==> src/rtl/fetch_pkg.sv <==
// fetch_pkg: shared types and constants for the fetch sequencer and its instruction buffer.
package fetch_pkg;
   typedef logic [31:0] t_rv_instr;
   typedef enum logic {RUN, FLUSH} t_fetch_state;
   typedef struct packed {
      logic [31:0] pc;
      t_rv_instr   instr;
   } t_ibuf_entry;
   localparam logic [31:0] FETCH_PC_INCR = 32'd4;
endpackage

==> src/rtl/fetch_ibuf.sv <==
// fetch_ibuf: synchronous FIFO of fetched {pc, instr} entries; clear beats push/pop.
module fetch_ibuf
   import fetch_pkg::*;
#(
   parameter int DEPTH = 4
) (
   input  logic                     clk,
   input  logic                     reset,
   input  logic                     push,
   input  logic                     pop,
   input  logic                     clear,
   input  t_ibuf_entry              din,
   output t_ibuf_entry              head,
   output logic [$clog2(DEPTH):0]   count,
   output logic                     empty,
   output logic                     full
);
   localparam int AW = $clog2(DEPTH);
   localparam logic [AW:0] ONE = (AW+1)'(1);
   t_ibuf_entry r_mem [DEPTH];
   logic [AW:0] r_wp, r_rp;
   always_ff @(posedge clk) begin
      if (reset || clear) begin
         r_wp <= '0;
         r_rp <= '0;
      end else begin
         if (push) r_wp <= r_wp + ONE;
         if (pop && !empty) r_rp <= r_rp + ONE;
      end
   end
   always_ff @(posedge clk) begin
      if (push) r_mem[r_wp[AW-1:0]] <= din;
   end
   // extra pointer MSB distinguishes full from empty
   assign count = r_wp - r_rp;
   assign empty = (r_wp == r_rp);
   assign full  = (count == (AW+1)'(DEPTH));
   assign head  = r_mem[r_rp[AW-1:0]];
endmodule

==> src/rtl/fetch_ctl.sv <==
// fetch_ctl: sequential PC generation, credit-limited imem requests, and redirect flushing.
module fetch_ctl
   import fetch_pkg::*;
#(
   parameter logic [31:0] RESET_PC   = 32'h0000_0000,
   parameter int          IBUF_DEPTH = 4
) (
   input  logic        clk,
   input  logic        reset,
   input  logic        redirect_valid,
   input  logic [31:0] redirect_pc,
   output logic        imem_req_valid,
   output logic [31:0] imem_req_pc,
   input  logic        imem_req_ready,
   input  logic        imem_rsp_valid,
   input  t_rv_instr   imem_rsp_instr,
   output logic        valid_de0,
   output t_rv_instr   instr_de0,
   output logic [31:0] pc_de0,
   input  logic        stall_de1
);
   localparam int CW = $clog2(IBUF_DEPTH + 1);
   t_fetch_state r_state;
   logic [31:0] r_req_pc, r_rsp_pc;
   logic [CW-1:0] r_out, r_drop;
   logic [CW-1:0] w_count, w_drop_next;
   logic [CW:0] w_inflight;
   logic w_empty, w_full, w_fire, w_push, w_pop;
   t_ibuf_entry w_head;
   fetch_ibuf #(.DEPTH(IBUF_DEPTH)) u_ibuf (
      .clk   (clk),
      .reset (reset),
      .push  (w_push),
      .pop   (w_pop),
      .clear (redirect_valid),
      .din   ('{pc: r_rsp_pc, instr: imem_rsp_instr}),
      .head  (w_head),
      .count (w_count),
      .empty (w_empty),
      .full  (w_full)
   );
   // buffered plus in-flight never exceeds the buffer, so a response always has a slot
   assign w_inflight     = {1'b0, r_out} + {1'b0, w_count};
   assign imem_req_valid = (r_state == RUN) && !reset && (w_inflight < (CW+1)'(IBUF_DEPTH));
   assign imem_req_pc    = r_req_pc;
   assign w_fire         = imem_req_valid && imem_req_ready;
   assign w_push         = (r_state == RUN) && imem_rsp_valid && !redirect_valid;
   assign valid_de0      = !w_empty && !reset;
   assign w_pop          = valid_de0 && !stall_de1;
   assign instr_de0      = valid_de0 ? w_head.instr : '0;
   assign pc_de0         = valid_de0 ? w_head.pc : '0;
   assign w_drop_next    = r_out + r_drop + CW'(w_fire) - CW'(imem_rsp_valid);
   always_ff @(posedge clk) begin
      if (reset) begin
         r_state  <= RUN;
         r_req_pc <= RESET_PC;
         r_rsp_pc <= RESET_PC;
         r_out    <= '0;
         r_drop   <= '0;
      end else if (redirect_valid) begin
         r_state  <= (w_drop_next != '0) ? FLUSH : RUN;
         r_req_pc <= redirect_pc;
         r_rsp_pc <= redirect_pc;
         r_out    <= '0;
         r_drop   <= w_drop_next;
      end else if (r_state == RUN) begin
         if (w_fire) r_req_pc <= r_req_pc + FETCH_PC_INCR;
         if (imem_rsp_valid) r_rsp_pc <= r_rsp_pc + FETCH_PC_INCR;
         r_out <= r_out + CW'(w_fire) - CW'(imem_rsp_valid);
      end else begin
         r_drop  <= w_drop_next;
         r_state <= (w_drop_next == '0) ? RUN : FLUSH;
      end
   end
   always_ff @(posedge clk) begin
      if (!reset) begin
         assert (!(w_push && w_full && !w_pop));
         assert (!(imem_rsp_valid && r_out == '0 && r_drop == '0));
      end
   end
endmodule
==> config.mk <==
export PLATFORM = sky130hd
export DESIGN_NAME = fetch_ctl
export DESIGN_NICKNAME = d
export VERILOG_FILES = /design/src/rtl/fetch_pkg.sv /design/src/rtl/fetch_ibuf.sv /design/src/rtl/fetch_ctl.sv
export SDC_FILE = /design/constraint.sdc
export NUM_CORES = 1
export LEC_CHECK = 0
export ABC_AREA = 0
export BUFFER_PORTS_ARGS = -buffer_cell sky130_fd_sc_hd__buf_4
export CELL_PAD_IN_SITES_DETAIL_PLACEMENT = 1
export CELL_PAD_IN_SITES_GLOBAL_PLACEMENT = 2
export CORE_MARGIN = 2
export CORE_UTILIZATION = 38
export CTS_CLUSTER_DIAMETER = 100
export DETAILED_ROUTE_END_ITERATION = 8
export GPL_ROUTABILITY_DRIVEN = 0
export GPL_TIMING_DRIVEN = 1
export PLACE_DENSITY_LB_ADDON = 0.1
export SYNTH_ARGS = -nofsm -noshare
export SYNTH_HDL_FRONTEND = slang
export SYNTH_SLANG_ARGS = --single-unit
==> constraint.sdc <==
create_clock -name clk -period 3.5 [get_ports clk]
set_input_delay 0.175 -clock clk [delete_from_list [all_inputs] [get_ports clk]]
set_output_delay 0.175 -clock clk [all_outputs]
set_load 0.02 [all_outputs]
==> metrics.txt, run 1 <==
outcome completed; final global-route overflow total 0; I/O pin count 168; data required time of the critical path 3.96 ns; worst slew margin relative to its limit 0.425; number of placement rows 70; post-synthesis average cell area 15.4 sq um; r2r worst-path depth 15; sinks on the clock net 335; power density normalized to cell area 540 nW/um^2; critical path endpoint category flip-flop; Max IR drop VDD 0.286 mV; area fraction of the dominant cell type after synthesis 0.551; IO buf count 167; critical path buffer and inverter count 3; number of inserted filler cells in the final layout 3595; critical path start-end classification flip-flop to flip-flop; cell at the root of the clock tree sky130_fd_sc_hd__clkbuf_16; routed via count divided by cell count 5.15; clock buffers created by TritonCTS 38; arrival time at the worst endpoint 3.90 ns; TritonCTS clock tree done; cell repeated most along the worst path sky130_fd_sc_hd__fa_2; number of standard cells in the final layout excluding fillers 1642; Lkg Pwr 6.22 nW; r2r endpoint r_drop[2]; Starting Density 0.384; launch instance of the worst register-to-register path u_ibuf.r_wp[0]; Worst R2R Setup Slack 0.06 ns; source of the critical timing path u_ibuf.r_wp[0]; cell type with the largest total area after synthesis sky130_fd_sc_hd__edfxtp_1; core area 36300 sq um; Seq cells post-synth 335; number of remaining DRC errors 0; number of failing hold endpoints at the final stage 0; Hold/Removal Path Class input port to flip-flop; sequential-to-total area share from yosys stat 0.665; final period demand of the worst path 3.44 ns; layout net count 1233; Netlist cell types 48; Pre-antenna DRT Iters 4; Max Fclk 291 MHz; HPWL after detailed placement 22100 um; biggest area contributors in the synthesized netlist sky130_fd_sc_hd__edfxtp_1 (55%), sky130_fd_sc_hd__dfxtp_1 (11%), sky130_fd_sc_hd__mux4_2 (10%), sky130_fd_sc_hd__nor2b_1 (2.9%), sky130_fd_sc_hd__xor2_1 (2.8%); Die Y-Extent 196 um; critical path depth 15; worst setup path endpoint r_drop[2]; vias after detailed routing 8458; number of global-route vias before repair 9195; final clock skew 0.0209 ns; count of warnings emitted by yosys 0; number of failing setup endpoints in the final timing report 0; Overall Global Routing Usage 0.185; CP startpoint kind flip-flop; CP cell instances inv_4 -> ha_4 -> inv_2 -> fa_2 -> xor2_1 -> ha_2 -> nand2b_4 -> nor4_4 -> buf_4 -> fa_2 -> fa_2 -> xor2_2 -> xnor2_2 -> or3_4 -> a21oi_2; Synth Net Count 995; level count of the clock H-tree 2; number of placed cells counting well taps 1529; Clock Tree Buf Depth 3; ratio of cells with drive above 1 in the final layout 0.307; wire length of the first global-routing pass 54100 um; starting DRC count in detailed routing 358; Max stage delay cell, worst path sky130_fd_sc_hd__fa_2; total power consumption of the routed design 0.00955 W; Worst-Margin Slew 0.862 ns; setup repair after global routing missed its margin true; post-CTS clock slew at the launch and capture registers of the worst setup and hold paths 0.06 ns; most used flip-flop cell after synthesis sky130_fd_sc_hd__edfxtp_1; delay of the slowest cell on the worst path 0.41 ns; area growth from synthesis to layout 26.9%; post-route ant nets 0; netlist area before placement 13900 sq um; number of slew-limit violations in the final report 0; CP max FO 4; Post-synth EDFFs 256; pin count of the biggest net entering global routing 65; CP top delay family adder cells; Final Cycle Share 0.982; synthesized instance count 906; total wire length after detailed routing 34600 um; Synth async-reset ratio 0; max-cap check violation count 0; average routed wire per standard cell 21.1 um; Total Die Area 38200 sq um; later-pin clock latency in the skew report 0.53 ns; Diodes inserted 0; overall die width 196 um; antenna violations before repair 2
[metrics by stage]
step	TNS (ns)	utilization	hold WS [ns]	cell area, sq um	setup WS (ns)
after global placement	0	0.440	0.378	16000	0.0386
after floorplan	-0.0864	-	0.274	14000	-0.0864
after global routing	-0.267	0.487	0.00417	17700	-0.110
after detailed placement	-0.0406	0.440	0.378	16000	-0.0406
after CTS	0	0.485	0.00159	17600	0.0126
final	0	0.487	0.0286	17700	0.0630
[sequential cells by signal, indices dropped and copies added, names as in the netlist, named ones only]
signal and flops:
imem_req_pc 32, r_drop 3, r_out 3, r_rsp_pc 32, r_state 1, u_ibuf.r_mem 256, u_ibuf.r_rp 3, u_ibuf.r_wp 3
[worst register-to-register path, delay by kind of cell, from the launching register on]
kind | cells | cell delay (ns)
buffers and inverters | 3 | 0.27
flip-flops | 1 | 0.36
adder cells (fa/ha/maj) | 5 | 1.57
AO/OA/AOI/OAI | 1 | 0.12
XOR/XNOR | 3 | 0.49
AND/OR/NAND/NOR | 3 | 0.57
[placed cells by master, fill, tap and decap left out, types with 3 or more instances in the layout]
cell	count
sky130_fd_sc_hd__dfxtp_1	76
sky130_fd_sc_hd__a21oi_1	39
sky130_fd_sc_hd__o21ai_0	7
sky130_fd_sc_hd__or3_1	3
sky130_fd_sc_hd__nand2_1	29
sky130_fd_sc_hd__o21bai_1	3
sky130_fd_sc_hd__nor4_4	3
sky130_fd_sc_hd__and4_1	6
sky130_fd_sc_hd__nand3_1	23
sky130_fd_sc_hd__clkbuf_1	3
sky130_fd_sc_hd__clkinv_2	9
sky130_fd_sc_hd__inv_1	39
sky130_fd_sc_hd__and3_2	3
sky130_fd_sc_hd__xnor2_1	18
sky130_fd_sc_hd__clkinv_1	11
sky130_fd_sc_hd__or2_2	3
sky130_fd_sc_hd__fa_2	4
sky130_fd_sc_hd__and2_1	3
sky130_fd_sc_hd__inv_6	3
sky130_fd_sc_hd__nor2_1	26
sky130_fd_sc_hd__mux4_2	64
sky130_fd_sc_hd__mux2i_1	3
sky130_fd_sc_hd__nand4_1	28
sky130_fd_sc_hd__xor2_1	44
sky130_fd_sc_hd__buf_12	9
sky130_fd_sc_hd__nor3_2	4
sky130_fd_sc_hd__ha_1	12
sky130_fd_sc_hd__a31oi_1	4
sky130_fd_sc_hd__nor2b_1	65
sky130_fd_sc_hd__a21boi_1	17
sky130_fd_sc_hd__and3_1	7
sky130_fd_sc_hd__buf_4	194
sky130_fd_sc_hd__dlygate4sd3_1	41
sky130_fd_sc_hd__bufinv_16	4
sky130_fd_sc_hd__edfxtp_1	256
sky130_fd_sc_hd__nor4_1	3
sky130_fd_sc_hd__nor3_1	8
sky130_fd_sc_hd__clkbuf_16	38
sky130_fd_sc_hd__a21boi_0	27
[cells in the mapped netlist, types with 2 or more instances]
cell type and n:
sky130_fd_sc_hd__a211oi_1 2, sky130_fd_sc_hd__a21boi_0 27, sky130_fd_sc_hd__a21boi_1 17, sky130_fd_sc_hd__a21oi_1 41, sky130_fd_sc_hd__a31oi_1 4, sky130_fd_sc_hd__and2_1 3, sky130_fd_sc_hd__and3_1 11, sky130_fd_sc_hd__and4_1 6
sky130_fd_sc_hd__buf_1 3, sky130_fd_sc_hd__buf_2 7, sky130_fd_sc_hd__buf_6 2, sky130_fd_sc_hd__clkbuf_1 34, sky130_fd_sc_hd__dfxtp_1 79, sky130_fd_sc_hd__edfxtp_1 256, sky130_fd_sc_hd__fa_1 4, sky130_fd_sc_hd__ha_1 15
sky130_fd_sc_hd__inv_1 42, sky130_fd_sc_hd__mux2i_1 3, sky130_fd_sc_hd__mux4_2 64, sky130_fd_sc_hd__nand2_1 29, sky130_fd_sc_hd__nand2b_1 2, sky130_fd_sc_hd__nand3_1 23, sky130_fd_sc_hd__nand4_1 28, sky130_fd_sc_hd__nor2_1 26
sky130_fd_sc_hd__nor2b_1 65, sky130_fd_sc_hd__nor3_1 8, sky130_fd_sc_hd__nor3_2 4, sky130_fd_sc_hd__nor4_1 3, sky130_fd_sc_hd__nor4_4 3, sky130_fd_sc_hd__o21ai_0 7, sky130_fd_sc_hd__o21bai_1 3, sky130_fd_sc_hd__o22ai_1 2
sky130_fd_sc_hd__or2_2 3, sky130_fd_sc_hd__or3_1 4, sky130_fd_sc_hd__xnor2_1 19, sky130_fd_sc_hd__xor2_1 45
[report_power, final]
group / leakage (nW) / switching, W / internal [W] / total [W]
sequential: 3.00 / 0.000143 / 0.00447 / 0.00461
combinational: 2.62 / 0.000541 / 0.000500 / 0.00104
clock: 0.600 / 0.00160 / 0.00230 / 0.00390
[logic make-up (layout without fill, tap and decap cells)]
group,after synthesis,after routing,synth area share
adders and majority gates,19,19,0.0192
DFF,335,335,0.665
AOI/OAI and AO/OA,109,109,0.0503
xor gates and xnor gates,64,64,0.0402
buffers and inverters,88,356,0.0254
and+or+nand+nor,224,224,0.0945
muxes,67,67,0.106
[metal layers]
metal	GRT usage	vias to the layer above	routed length, um
li1	-	3890	-
met1	0.249	4343	15700
met2	0.313	186	16900
met3	0.0285	39	1430
met4	0.0461	0	584
met5	0	-	0
[how the worst min path moves through the flow]
| stage | endpoint | from | depth (start not counted) | slack [ns] |
|---|---|---|---|---|
| floorplan | u_ibuf.r_mem[0][0] | imem_rsp_instr[0] | 0 | 0.27 |
| global placement | u_ibuf.r_mem[1][6] | imem_rsp_instr[6] | 1 | 0.38 |
| detailed placement | u_ibuf.r_mem[2][9] | imem_rsp_instr[9] | 1 | 0.38 |
| CTS | r_rsp_pc[5] | redirect_pc[5] | 3 | 0.002 |
| global route | r_rsp_pc[5] | redirect_pc[5] | 3 | 0.004 |
| finish | r_rsp_pc[5] | redirect_pc[5] | 3 | 0.03 |
[what timing repair did]
item / CTS / global route
setup endpoints to repair: 1 / 3
endpoints found under the hold margin: 143 / 0
pin swaps: 1 / 7
resized for setup: 0 / 14
setup buffers: 0 / 2
hold buffers: 41 / 0
[final cells by class]
type,instances,area [sq um],area share
flip-flops and latches,335,9280,0.524
multi-input cells,483,4400,0.249
repair buffers,244,2050,0.116
clock buffers,41,962,0.0544
well taps,468,586,0.0331
clock inverters,29,260,0.0147
inverters,42,160,0.00905
(Power assumes the default switching activity.)
==> run 2, diff against run 1 <==
HOLD_SLACK_MARGIN = 0.12   (was not set)
SETUP_SLACK_MARGIN = 0.1   (was not set)
==> run 2 against run 1 <==
  * Final cell count rose by 1.5%
  * Clock-buffer cell count did not move
  * Register-to-register slack improved by 0.09 ns
  * Setup slack improved by 0.088 ns
  * Critical path depth rose by 1
  * Non-clock buffer count rose by 25
  * Die area did not move
  * Combinational power barely moved
  * Global-route usage rose by 0.10 points
  * Clock skew rose by 0.0031 ns
  * Maximum frequency rose by 2.6%
  * Largest power group unchanged
==> metrics.txt, run 2 (synthesis results as in run 1) <==
power density normalized to cell area 533 nW/um^2 (-1.2%); max-cap check violation count 0 (unchanged); Total Die Area 38200 sq um (unchanged); overall die width 196 um (unchanged); Diodes inserted 0 (unchanged); TritonCTS clock tree done; Die Y-Extent 196 um (unchanged); Max Fclk 299 MHz (+2.6%); commonest cells after routing, fill and taps aside sky130_fd_sc_hd__edfxtp_1 (256), sky130_fd_sc_hd__buf_4 (195), sky130_fd_sc_hd__dfxtp_1 (75); sinks on the clock net 335 (unchanged); average routed wire per standard cell 20.9 um (-0.88%); area growth from synthesis to layout 28.6%; worst setup path endpoint r_out[2]; critical path depth 16 (+1); post-route ant nets 0 (unchanged); critical path start-end classification flip-flop to flip-flop; pin count of the biggest net entering global routing 65 (unchanged); max FFs per register 256 (unchanged); later-pin clock latency in the skew report 0.54 ns (about the same); Overall Global Routing Usage 0.186 (+0.00102); final design instance area without fill 17900 sq um (+1.3%); final clock skew 0.0241 ns (+0.00311 ns); Hold Crit Start imem_rsp_valid; Starting Density 0.384 (unchanged); worst slew margin relative to its limit 0.426 (+0.000885); cell at the root of the clock tree sky130_fd_sc_hd__clkbuf_16; met3 wire length 1250 um (-13%); outcome completed; met1 WL 15900 um (+1.2%); CP cell instances inv_2 -> ha_4 -> inv_2 -> fa_2 -> xor2_1 -> ha_2 -> nand2b_4 -> nor4_4 -> inv_1 -> ha_1 -> inv_1 -> ha_2 -> fa_2 -> xor2_1 -> or3_1 -> a21oi_2; Hold/Removal Path Class input port to flip-flop; Max IR drop VDD 0.288 mV (+0.69%); CP max FO 2 (-2); layout net count 1258 (+2.0%); Final Cycle Share 0.957 (-0.0250); critical path buffer and inverter count 4 (+1); core area 36300 sq um (unchanged); CP top delay family adder cells; IO buf count 167 (unchanged); arrival time at the worst endpoint 3.80 ns (-0.10 ns); CP startpoint kind flip-flop; HPWL after detailed placement 22100 um (unchanged); number of slew-limit violations in the final report 0 (unchanged); number of remaining DRC errors 0 (unchanged); r2r endpoint r_out[2]; level count of the clock H-tree 2 (unchanged); number of global-route vias before repair 9296 (+1.1%); Worst R2R Setup Slack 0.15 ns (+0.09 ns); wire length of the first global-routing pass 54400 um (+0.59%); Max stage delay cell, worst path sky130_fd_sc_hd__fa_2; routed via count divided by cell count 5.11 (-0.79%); total power consumption of the routed design 0.00956 W (about the same); top metal layer carrying routed signals met4; Lkg Pwr 6.32 nW (+1.7%); I/O pin count 168 (unchanged); ratio of cells with drive above 1 in the final layout 0.300 (-0.00725); critical path endpoint category flip-flop; r2r worst-path depth 16 (+1); final global-route overflow total 0 (unchanged); number of placed cells counting well taps 1529 (unchanged); share of the core filled with cells 0.493 (+0.00640); Pre-antenna DRT Iters 4 (unchanged); starting DRC count in detailed routing 351 (-2.0%); delay of the slowest cell on the worst path 0.33 ns (-0.08 ns); Worst-Margin Slew 0.861 ns (-0.00133 ns); launch instance of the worst register-to-register path u_ibuf.r_wp[0]; commonest non-fill, non-tap cell in the layout sky130_fd_sc_hd__edfxtp_1; setup repair after global routing missed its margin true; Met2 Wirelength 17100 um (+1.3%); clock buffers created by TritonCTS 38 (unchanged); final period demand of the worst path 3.35 ns (-0.0875 ns); Clock Tree Buf Depth 3 (unchanged); vias after detailed routing 8519 (+0.72%); tightest hold margin 0.181 ns (+0.153 ns); antenna violations before repair 2 (unchanged); source of the critical timing path u_ibuf.r_wp[0]; number of standard cells in the final layout excluding fillers 1667 (+1.5%); number of failing setup endpoints in the final timing report 0 (unchanged); total wire length after detailed routing 34800 um (+0.62%); post-CTS clock slew at the launch and capture registers of the worst setup and hold paths 0.06 ns (about the same); area after detailed placement 16000 sq um (unchanged); number of placement rows 70 (unchanged); number of failing hold endpoints at the final stage 0 (unchanged); data required time of the critical path 3.95 ns (about the same)
-- run 2: final cells by class --
class / instances / area, sq um
tap: 468 / 586
clock inverter: 29 / 260
timing repair buffer: 269 / 2290
fill: 3579 / 18400
sequential: 335 / 9280
clock buffer: 41 / 962
inverter: 42 / 158
multi-input combinational: 483 / 4390
-- run 2: metal layers --
| layer | vias up | GRT usage |
|---|---|---|
| li1 | 3938 | - |
| met1 | 4367 | 0.250 |
| met2 | 177 | 0.317 |
| met3 | 37 | 0.0280 |
| met4 | 0 | 0.0461 |
| met5 | - | 0 |
-- run 2: worst min path at each step --
stage | to | slack (ns) | depth (start not counted)
global placement | u_ibuf.r_mem[1][6] | 0.38 | 1
finish | u_ibuf.r_wp[0] | 0.18 | 4
CTS | r_drop[1] | 0.17 | 2
global route | r_rsp_pc[1] | 0.20 | 2
detailed placement | u_ibuf.r_mem[2][9] | 0.38 | 1
floorplan | u_ibuf.r_mem[0][0] | 0.27 | 0
-- run 2: repair_timing --
action | in CTS | in global routing
buffers inserted | 2 | 1
endpoints found under the hold margin | 197 | 0
hold buffers | 65 | 0
gates resized for setup | 2 | 8
endpoints found under the setup margin | 3 | 3
pin swaps | 4 | 1
gates cloned | 0 | 0
-- run 2: tightest hold or removal path, delay by kind of cell --
family | cells | cell delay [ns]
simple gates | 2 | 0.29
buf+inv | 1 | 0.13
compound gates | 1 | 0.05
-- run 2: stage by stage --
step | setup WS, ns | TNS, ns
2_1_floorplan | -0.0864 | -0.0864
3_3_place_gp | 0.0386 | 0
3_5_place_dp | -0.0406 | -0.0406
4_1_cts | 0.0966 | 0
5_1_grt | -0.0594 | -0.105
6_report | 0.150 | 0
-- run 2: report_power, final --
group	leakage (nW)	internal, W	total, W	switching [W]
sequential	3.00	0.00447	0.00461	0.000142
clock	0.600	0.00230	0.00390	0.00160
combinational	2.73	0.000505	0.00104	0.000539
==> run 3, diff against run 2 <==
CORE_ASPECT_RATIO = 0.8   (was not set)
==> run 3 against run 2 <==
  * Hold slack worse by 0.047 ns
  * First-iteration DRC count is 2.0% lower
  * Register-to-register slack worse by 0.02 ns
  * Final cell count is 0.42% lower
  * Largest cell class unchanged
  * Critical path depth stayed put
  * Cell area is 1.2% lower
  * Clock power is 5.6% lower
  * Combinational power hardly changed
==> metrics.txt, run 3 (synthesis results as in run 1) <==
CP cell instances inv_2 -> ha_4 -> inv_2 -> fa_2 -> xor2_2 -> ha_4 -> or3_4 -> nor4_4 -> inv_1 -> ha_1 -> inv_1 -> ha_2 -> fa_2 -> xor2_1 -> or3_1 -> a21oi_1; number of remaining DRC errors 0 (unchanged); area used by multi-input combinational logic 4410 sq um (+0.57%); Worst R2R Setup Slack 0.13 ns (-0.02 ns); later-pin clock latency in the skew report 0.51 ns (-0.03 ns); critical path start-end classification flip-flop to flip-flop; power density normalized to cell area 526 nW/um^2 (-1.4%); number of global-route vias before repair 9205 (-0.98%); IO buf count 167 (unchanged); hold-critical path depth 4 (unchanged); Worst-Margin Slew 0.825 ns (-0.0360 ns); final period demand of the worst path 3.37 ns (+0.0224 ns); level count of the clock H-tree 2 (unchanged); arrival time at the worst endpoint 3.81 ns (about the same); core area 36000 sq um (-0.97%); post-CTS clock slew at the launch and capture registers of the worst setup and hold paths 0.06 ns (about the same); commonest non-fill, non-tap cell in the layout sky130_fd_sc_hd__edfxtp_1; Max stage delay cell, worst path sky130_fd_sc_hd__or3_4; HPWL after detailed placement 22600 um (+2.4%); Hold/Removal Path Class input port to flip-flop; ratio of cells with drive above 1 in the final layout 0.302 (+0.00144); delay of the slowest cell on the worst path 0.38 ns (+0.05 ns); Final Cycle Share 0.963 (+0.00639); sinks on the clock net 335 (unchanged); starting DRC count in detailed routing 344 (-2.0%); layout net count 1245 (-1.0%); routed via count divided by cell count 5.07 (-0.73%); number of placed cells counting well taps 1541 (+0.78%); overall die width 218 um (+12%); Starting Density 0.387 (+0.00376); number of placement rows 62 (-11%); Clock Tree Buf Depth 3 (unchanged); number of failing hold endpoints at the final stage 0 (unchanged); CP max FO 2 (unchanged); number of inserted filler cells in the final layout 3590 (+0.31%); pin count of the biggest net entering global routing 56 (-14%); outcome completed; area after detailed placement 16000 sq um (-0.15%); final global-route overflow total 0 (unchanged); Overall Global Routing Usage 0.186 (about the same); antenna violations before repair 0 (-2); Die Y-Extent 175 um (-10%); number of slew-limit violations in the final report 0 (unchanged); commonest cells after routing, fill and taps aside sky130_fd_sc_hd__edfxtp_1 (256), sky130_fd_sc_hd__buf_4 (199), sky130_fd_sc_hd__dfxtp_1 (74); Pre-antenna DRT Iters 4 (unchanged); worst slew margin relative to its limit 0.445 (+0.0190); clock buffers created by TritonCTS 36 (-5.3%); Max IR drop VDD 0.287 mV (-0.36%); total wire length after detailed routing 34600 um (-0.61%); max FFs per register 256 (unchanged); number of standard cells in the final layout excluding fillers 1660 (-0.42%); I/O pin count 168 (unchanged); number of failing setup endpoints in the final timing report 0 (unchanged); tightest hold margin 0.135 ns (-0.0468 ns); average routed wire per standard cell 20.8 um (-0.19%); TritonCTS clock tree done; CP startpoint kind flip-flop; cell at the root of the clock tree sky130_fd_sc_hd__clkbuf_16; Lkg Pwr 6.21 nW (-1.8%); final clock skew 0.0123 ns (-0.0117 ns); vias after detailed routing 8421 (-1.2%); Total Die Area 38200 sq um (about the same); r2r worst-path depth 16 (unchanged); area growth from synthesis to layout 27.1%; Diodes inserted 0 (unchanged); max-cap check violation count 0 (unchanged); wire length of the first global-routing pass 54200 um (-0.38%); critical path endpoint category flip-flop; post-route ant nets 0 (unchanged); final design instance area without fill 17700 sq um (-1.2%); setup repair after global routing missed its margin true; total area of sequential cells 9280 sq um (about the same); Max Fclk 297 MHz (-0.66%); data required time of the critical path 3.94 ns (about the same)
## run 3: cell count changes in the layout (fill, tap and decap cells not counted), sizes merged
cell | before | now
bufinv | 4 | 3
clkinv | 21 | 11
dlygate4sd3 | 65 | 54
clkbuf | 41 | 46
inv | 44 | 43
clkinvlp | 2 | 1
## run 3: cell type report
class                           count  area share
Multi-Input combinational cell    483       0.249
Clock buffer                       46      0.0541
Timing Repair Buffer              258       0.120
Inverter                           42     0.00890
Clock inverter                     16     0.00975
Sequential cell                   335       0.524
Tap cell                          480      0.0339
## run 3: final timing paths
path              startpoint        endpoint
max           u_ibuf.r_wp[0]        r_out[2]
min reg2reg   imem_req_pc[0]  imem_req_pc[0]
min          redirect_pc[10]    r_rsp_pc[10]
max reg2reg   u_ibuf.r_wp[0]        r_out[2]
## run 3: through the flow
step            util  TNS, ns  power, W  setup slack [ns]
4_1_cts        0.490        0   0.00942             0.101
6_report       0.492        0   0.00931             0.128
2_1_floorplan      -  -0.0864   0.00525           -0.0864
5_1_grt        0.492  -0.0461   0.00970           -0.0332
3_5_place_dp   0.443        0   0.00566            0.0193
3_3_place_gp   0.443        0   0.00565            0.0374
## run 3: per-layer routing
| metal | GRT usage | part of all wire | up-vias |
|---|---|---|---|
| met5 | 0 | 0 | - |
| met4 | 0.0408 | 0.017 | 0 |
| met3 | 0.0286 | 0.042 | 40 |
| met2 | 0.301 | 0.47 | 169 |
| met1 | 0.265 | 0.47 | 4291 |
| li1 | - | - | 3921 |
## run 3: power by group
group          leakage (nW)  internal [W]  switching [W]
clock network         0.554       0.00216        0.00152
logic                  2.66      0.000486       0.000534
registers              3.00       0.00447       0.000142
total                  6.21       0.00712        0.00219
## run 3: timing repair
action,CTS,global route
hold endpoints to repair,173,0
hold buffers,54,0
cloned,0,0
resized for setup,3,9
setup buffers,0,3
pin swaps,1,6
endpoints found under the setup margin,3,3
## run 3: critical path, delay by kind of cell, from the launching register on
family	cells	cell delay [ns]
AOI/OAI and AO/OA	1	0.13
xor gates and xnor gates	2	0.36
adders and majority gates	6	1.43
buffers and inverters	4	0.21
DFF	1	0.32
and+or+nand+nor	3	0.86
